$ cat config.mk
export PLATFORM = sky130hd
export DESIGN_NAME = adder_operand_sequencer
export DESIGN_NICKNAME = d
export VERILOG_FILES = /design/src/rtl/adder_operand_sequencer_pkg.sv /design/src/rtl/adder_operand_sequencer.sv
export SDC_FILE = /design/constraint.sdc
export NUM_CORES = 1
export LEC_CHECK = 0
export BUFFER_PORTS_ARGS = -buffer_cell sky130_fd_sc_hd__buf_4
export CORE_MARGIN = 2
export CORE_UTILIZATION = 40
export CTS_CLUSTER_DIAMETER = 100
export DETAILED_ROUTE_END_ITERATION = 12
export SYNTH_ARGS = -nofsm -noshare
export SYNTH_HDL_FRONTEND = slang
export SYNTH_SLANG_ARGS = --single-unit
export TNS_END_PERCENT = 100
$ cat constraint.sdc
create_clock -name clk -period 2.05 [get_ports clk]
set_input_delay 0.3075 -clock clk [delete_from_list [all_inputs] [get_ports clk]]
set_output_delay 0.3075 -clock clk [all_outputs]
set_load 0.02 [all_outputs]
$ cat src/rtl/adder_operand_sequencer_pkg.sv
// Shared definitions for the adder operand sequencer.
// Holds the sequencer state encoding, the register-file geometry and the
// nibble-select helper used to walk the latched operand pair.
package adder_operand_sequencer_pkg;

  localparam int unsigned NIBBLES = 8;
  localparam int unsigned A_BASE  = 0;
  localparam int unsigned B_BASE  = 4;
  localparam int unsigned ADDR_W  = 3;
  localparam int unsigned NIB_W   = 4;

  typedef enum logic [2:0] {
    IDLE,
    WRITE,
    VERIFY,
    SETTLE,
    CAPTURE
  } seq_state_e;

  // Nibble k of the latched operand pair; addr 0-3 = op_a, addr 4-7 = op_b.
  function automatic logic [NIB_W-1:0] nib_sel(
    input logic [NIBBLES*NIB_W-1:0] ops,
    input logic [ADDR_W-1:0]        k
  );
    return ops[32'(k)*NIB_W +: NIB_W];
  endfunction

endpackage

$ cat src/rtl/adder_operand_sequencer.sv
// Sequencer driving the 8x4-bit operand register file in front of the
// 16-bit ripple-carry adder. A start request latches two operands, writes
// them as eight nibbles, optionally reads them back, waits for the adder
// to settle and captures sum / carry-out.
//
// Ports:
//   clk, reset        system clock, asynchronous active-low reset
//   start             request an addition (sampled only when idle)
//   op_a, op_b        16-bit operands, latched on accept
//   busy, done        operation in flight / one-cycle result-valid pulse
//   sum, cout         captured adder result and carry-out
//   verify_err        sticky read-back mismatch flag for current operation
//   rf_rw, rf_data,
//   rf_addr           register file write/read port
//   rf_read_value     register file combinational read data
//   add_sout,
//   add_cout          adder outputs computed from register file contents
module adder_operand_sequencer
  import adder_operand_sequencer_pkg::*;
#(
  parameter int unsigned SETTLE_CYCLES = 2,
  parameter bit          VERIFY_EN     = 1'b1
) (
  input  logic        clk,
  input  logic        reset,
  input  logic        start,
  input  logic [15:0] op_a,
  input  logic [15:0] op_b,
  output logic        busy,
  output logic        done,
  output logic [15:0] sum,
  output logic        cout,
  output logic        verify_err,
  output logic        rf_rw,
  output logic [3:0]  rf_data,
  output logic [2:0]  rf_addr,
  input  logic [3:0]  rf_read_value,
  input  logic [15:0] add_sout,
  input  logic        add_cout
);

  localparam logic [ADDR_W-1:0] LAST_IDX    = ADDR_W'(NIBBLES - 1);
  localparam logic [15:0]       SETTLE_LAST = 16'(SETTLE_CYCLES - 1);

  // Phase skipping is resolved at elaboration time from the parameters.
  localparam seq_state_e AFTER_VERIFY = (SETTLE_CYCLES > 0) ? SETTLE : CAPTURE;
  localparam seq_state_e AFTER_WRITE  = VERIFY_EN ? VERIFY : AFTER_VERIFY;

  seq_state_e               state_q, state_d;
  logic [ADDR_W-1:0]        idx_q, idx_d;
  logic [15:0]              settle_q, settle_d;
  logic [NIBBLES*NIB_W-1:0] ops_q;
  logic [15:0]              sum_q;
  logic                     cout_q;
  logic                     done_q;
  logic                     verr_q;
  logic                     accept;
  logic                     verr_set;
  logic                     capture;
  logic [NIB_W-1:0]         cur_nib;

  assign cur_nib = nib_sel(ops_q, idx_q);

  always_ff @(posedge clk or negedge reset) begin
    if (!reset) begin
      state_q  <= IDLE;
      idx_q    <= '0;
      settle_q <= '0;
      ops_q    <= '0;
      sum_q    <= '0;
      cout_q   <= 1'b0;
      done_q   <= 1'b0;
      verr_q   <= 1'b0;
    end else begin
      state_q  <= state_d;
      idx_q    <= idx_d;
      settle_q <= settle_d;
      done_q   <= capture;
      if (accept) begin
        ops_q[A_BASE*NIB_W +: 16] <= op_a;
        ops_q[B_BASE*NIB_W +: 16] <= op_b;
        verr_q                    <= 1'b0;
      end else if (verr_set) begin
        verr_q <= 1'b1;
      end
      if (capture) begin
        sum_q  <= add_sout;
        cout_q <= add_cout;
      end
    end
  end

  always_comb begin
    state_d  = state_q;
    idx_d    = idx_q;
    settle_d = settle_q;
    rf_rw    = 1'b0;
    rf_addr  = '0;
    rf_data  = '0;
    accept   = 1'b0;
    verr_set = 1'b0;
    capture  = 1'b0;
    unique case (state_q)
      IDLE: begin
        if (start) begin
          accept   = 1'b1;
          state_d  = WRITE;
          idx_d    = '0;
          settle_d = '0;
        end
      end
      WRITE: begin
        rf_rw   = 1'b1;
        rf_addr = idx_q;
        rf_data = cur_nib;
        if (idx_q == LAST_IDX) begin
          idx_d   = '0;
          state_d = AFTER_WRITE;
        end else begin
          idx_d = idx_q + 1'b1;
        end
      end
      VERIFY: begin
        rf_addr = idx_q;
        // Mismatch only flags; the operation still runs to completion.
        if (rf_read_value != cur_nib) verr_set = 1'b1;
        if (idx_q == LAST_IDX) begin
          idx_d   = '0;
          state_d = AFTER_VERIFY;
        end else begin
          idx_d = idx_q + 1'b1;
        end
      end
      SETTLE: begin
        rf_addr = LAST_IDX;
        if (settle_q == SETTLE_LAST) begin
          settle_d = '0;
          state_d  = CAPTURE;
        end else begin
          settle_d = settle_q + 16'd1;
        end
      end
      CAPTURE: begin
        capture = 1'b1;
        state_d = IDLE;
      end
      default: state_d = IDLE;
    endcase
  end

  assign busy       = (state_q != IDLE);
  assign done       = done_q;
  assign sum        = sum_q;
  assign cout       = cout_q;
  assign verify_err = verr_q;

endmodule

==> summary.md <==
| Metric | Value |
|---|---|
| Psw | `637 uW` |
| Mapped Area | `~3500 sq um` |
| Pleak | `2.21 nW` |
| CP Capture Type | `output port` |
| Clk Latency, worst-skew pair | `roughly 340 ps` |
| Drt drc | `0` |
| Cell Rows | `34` |
| Clock Sinks | `73` |
| RSZ-0062 raised after global routing | `true` |
| Min-delay src | `op_b[5]` |
| Worst EP arrival | `1690 ps` |
| Comb power frac | `0.063` |
| PwrDens | `a little over 600 nW/um^2` |
| Peak VDD IR | `around 0.00029 V` |
| Largest net degree at the start of global routing | `32` |
| Post-detailed-route wirelength per cell | `around 15 um` |
| Required @ worst endpoint | `about 1700 ps` |
| Status | `completed` |
| Final Hold Vio Count | `0` |
| Core area | `around 8600 sq um` |
| Final wirelength | `slightly below 8 mm` |
| Root Buffer | `clkbuf_8` |
| Pint | `2.15 mW` |
| Net Sw Frac | `0.229` |
| Synth Instances | `304` |
| DRT iter0 DRCs | `90` |
| Worst reg2reg endpoint | `ops_q[31]` |
| Setup Viol. Count Final | `0` |
| Via/cell ratio | `roughly 5.2` |
| Crit Path Class | `reg -> out` |
| GRT Total Usage | `0.167` |
| Fmax | `~500 MHz` |
| Height of the die | `approximately 100 um` |
| Mapped Nets | `around 360` |
| Fill count | `about 760` |
| Syn_area_per_cell | `roughly 12 sq um` |
| Post-synthesis sequential area ratio | `0.516` |
| Critical path's slowest cell | `dfrtp_1` |
| Final non-filler cell total | `about 500` |
| Max cap viols | `0` |
| CP max FO | `11` |
| Starting density of the core | `0.410` |
| Max incr delay on CP | `400 ps` |
| Setup clock skew after layout | `9.46 ps` |
| FF-to-FF Start | `state_q[1]` |
| Clock share of power | `0.402` |
| Routability Congestion | `0.865` |
| Layout cell share with drive strength beyond 1 | `0.425` |
| CP startpoint kind | `register` |
| Inst Count DP | `490` |
| Flip-flop and latch count after synthesis | `73` |
| GR Overflow Total | `0` |
| Critical Path, Cell by Cell | `buf_6 > mux2i_1 > a22oi_1 > nand3_1 > nor2_1 > buf_4` |
| Worst reg-to-reg setup slack | `roughly 280 ps` |
| I/O pin count | `84` |
| Final worst-path cycle share | `0.977` |
| Die Width | `just under 100 um` |
| TritonCTS buffer count | `9` |
| Fin nets | `460` |
| TritonCTS clock tree | `yes` |
| R2r worst-path depth | `4` |
| H-tree levels | `3` |
| Initial antenna violation count | `0` |
| Port Buf Inserts | `83` |
| Clock Path Buffers | `2` |
| First-pass GRT wire length | `between 10 and 15 mm` |
| Clk slew on worst S/H paths | `80 ps` |
| Hold endpoint | `ops_q[21]` |
| Fin crit period | `about 2000 ps` |
| DR vias | `approximately 2600` |
| Antenna diodes | `0` |
| Design Power | `roughly 2.8 mW` |
| WHS Path Cells | `2` |
| Distinct cells, synth | `40` |
| Worst-Margin Slew | `520 ps` |
| Detail Route Antenna Nets | `0` |
| Drt pass-1 iters | `4` |
| Seq pwr share | `0.534` |
| Ys Warns | `0` |
| Hold WC Path Type | `in -> reg` |
| Vias in the first global route | `around 2700` |
| Post-DP HPWL | `around 5.6 mm` |
| Area added between synthesis and finish | `28.8%` |
| Die Area | `9620 sq um` |
| Worst slew margin | `0.653` |
| Slew Limit Fails | `0` |
cell usage after synthesis:
cell type / n / area (sq um)
a211o_1: 1 / 8.76
a21o_1: 5 / 37.5
a21oi_1: 11 / 55.1
a22o_1: 7 / 61.3
a22oi_1: 4 / 30.0
a31o_2: 1 / 8.76
a31oi_1: 4 / 25.0
a41oi_1: 1 / 8.76
and2_1: 3 / 18.8
and3_1: 5 / 31.3
buf_2: 6 / 30.0
buf_4: 2 / 15.0
buf_6: 5 / 56.3
clkbuf_1: 3 / 11.3
clkbuf_2: 1 / 5.00
dfrtp_1: 73 / 1830
ha_1: 4 / 50.1
inv_1: 7 / 26.3
mux2_1: 4 / 45.0
mux2_2: 46 / 518
mux2i_1: 17 / 170
nand2_1: 19 / 71.3
nand2b_1: 1 / 6.26
nand3_1: 12 / 60.1
nand4_1: 3 / 18.8
nor2_1: 15 / 56.3
nor2b_1: 3 / 18.8
nor3_1: 2 / 10.0
nor3b_1: 3 / 22.5
nor3b_4: 1 / 18.8
nor4_1: 6 / 37.5
nor4_2: 1 / 12.5
o21a_1: 1 / 7.51
o21ai_0: 15 / 75.1
o22ai_1: 1 / 6.26
or2_1: 1 / 6.26
or2_2: 2 / 12.5
or3_1: 4 / 25.0
or3b_2: 1 / 8.76
xor2_1: 3 / 26.3
metrics by stage:
| stage | setup slack (ps) | setup TNS [ps] | util | instance area (sq um) | hold slack (ps) |
|---|---|---|---|---|---|
| floorplan | 311 | 0 | - | 3540 | 11.9 |
| global placement | 333 | 0 | 0.497 | 4300 | 273 |
| detailed placement | 292 | 0 | 0.497 | 4300 | 275 |
| CTS | 6.68 | 0 | 0.522 | 4510 | 171 |
| global route | -48.3 | -119 | 0.528 | 4560 | 174 |
| finish | 48.0 | 0 | 0.528 | 4560 | 181 |
layer usage:
metal | global-route usage | wire length, um
met4 | 0.0288 | 27
met2 | 0.278 | 3890
met5 | 0 | 0
met1 | 0.220 | 3490
met3 | 0.0515 | 444
state kept, by name (all words and copies together) (netlist names):
| name | count |
|---|---|
| sum | 16 |
| verify_err | 1 |
| idx_q | 3 |
| done | 1 |
| settle_q | 16 |
| ops_q | 32 |
| state_q | 3 |
| cout | 1 |
logic make-up (layout without fill, tap and decap cells):
kind of cell	Yosys count	in the layout	share of synthesized area
xor gates and xnor gates	3	3	0.00742
DFF	73	73	0.516
buffers and inverters	24	125	0.0406
adders and majority gates	4	4	0.0141
muxes	67	67	0.207
and+or+nand+nor	82	82	0.123
AOI/OAI and AO/OA	51	51	0.0916
repair_timing:
item / in CTS / in global routing
resized for setup: 3 / 3
hold buffers: 1 / 0
buffers inserted: 0 / 6
pin swaps: 2 / 6
setup endpoints to repair: 2 / 4
endpoints found under the hold margin: 29 / 0
power by group through the flow:
stage	Clock, mW	Sequential (mW)	Combinational (mW)
2_1_floorplan	0	1.51	0.0482
3_3_place_gp	0	1.51	0.173
3_5_place_dp	0	1.52	0.176
4_1_cts	1.15	1.49	0.179
5_1_grt	1.21	1.49	0.197
6_report	1.12	1.49	0.176
worst max-delay path: cells and delay by family (launching register included):
family	cells	cell delay, ps
flops	1	400
buf+inv	2	320
simple gates	2	260
compound gates	1	230
mux	1	130
placed cells by master (no fill, tap or decap), types with 7 or more instances in the layout:
master    count
a21oi_1      11
a22o_1        7
buf_4        97
clkbuf_8      9
dfrtp_1      71
inv_1         7
mux2_2       46
mux2i_1      17
nand2_1      19
nand3_1      12
nor2_1       15
o21ai_0      15
how the worst max path moves through the flow:
stage                start          end  slack [ps]  depth (start not counted)
2_1_floorplan   state_q[0]    ops_q[11]         310                          6
3_3_place_gp   settle_q[1]  settle_q[3]         330                          8
3_5_place_dp    state_q[1]    ops_q[28]         290                          4
4_1_cts           idx_q[1]   rf_data[2]           7                          5
5_1_grt           idx_q[0]   rf_data[2]         -50                          6
6_report          idx_q[0]   rf_data[2]          50                          6
area by class of cell:
type | instances | area [sq um] | share of cell area
well taps | 108 | 135 | 0.0296
clock inverters | 6 | 65.1 | 0.0143
multi-input cells | 207 | 1580 | 0.346
repair buffers | 102 | 801 | 0.176
clock buffers | 10 | 128 | 0.0280
inverters | 7 | 26.3 | 0.00576
flip-flops and latches | 73 | 1830 | 0.401
Power figures use the tool's default switching activity.
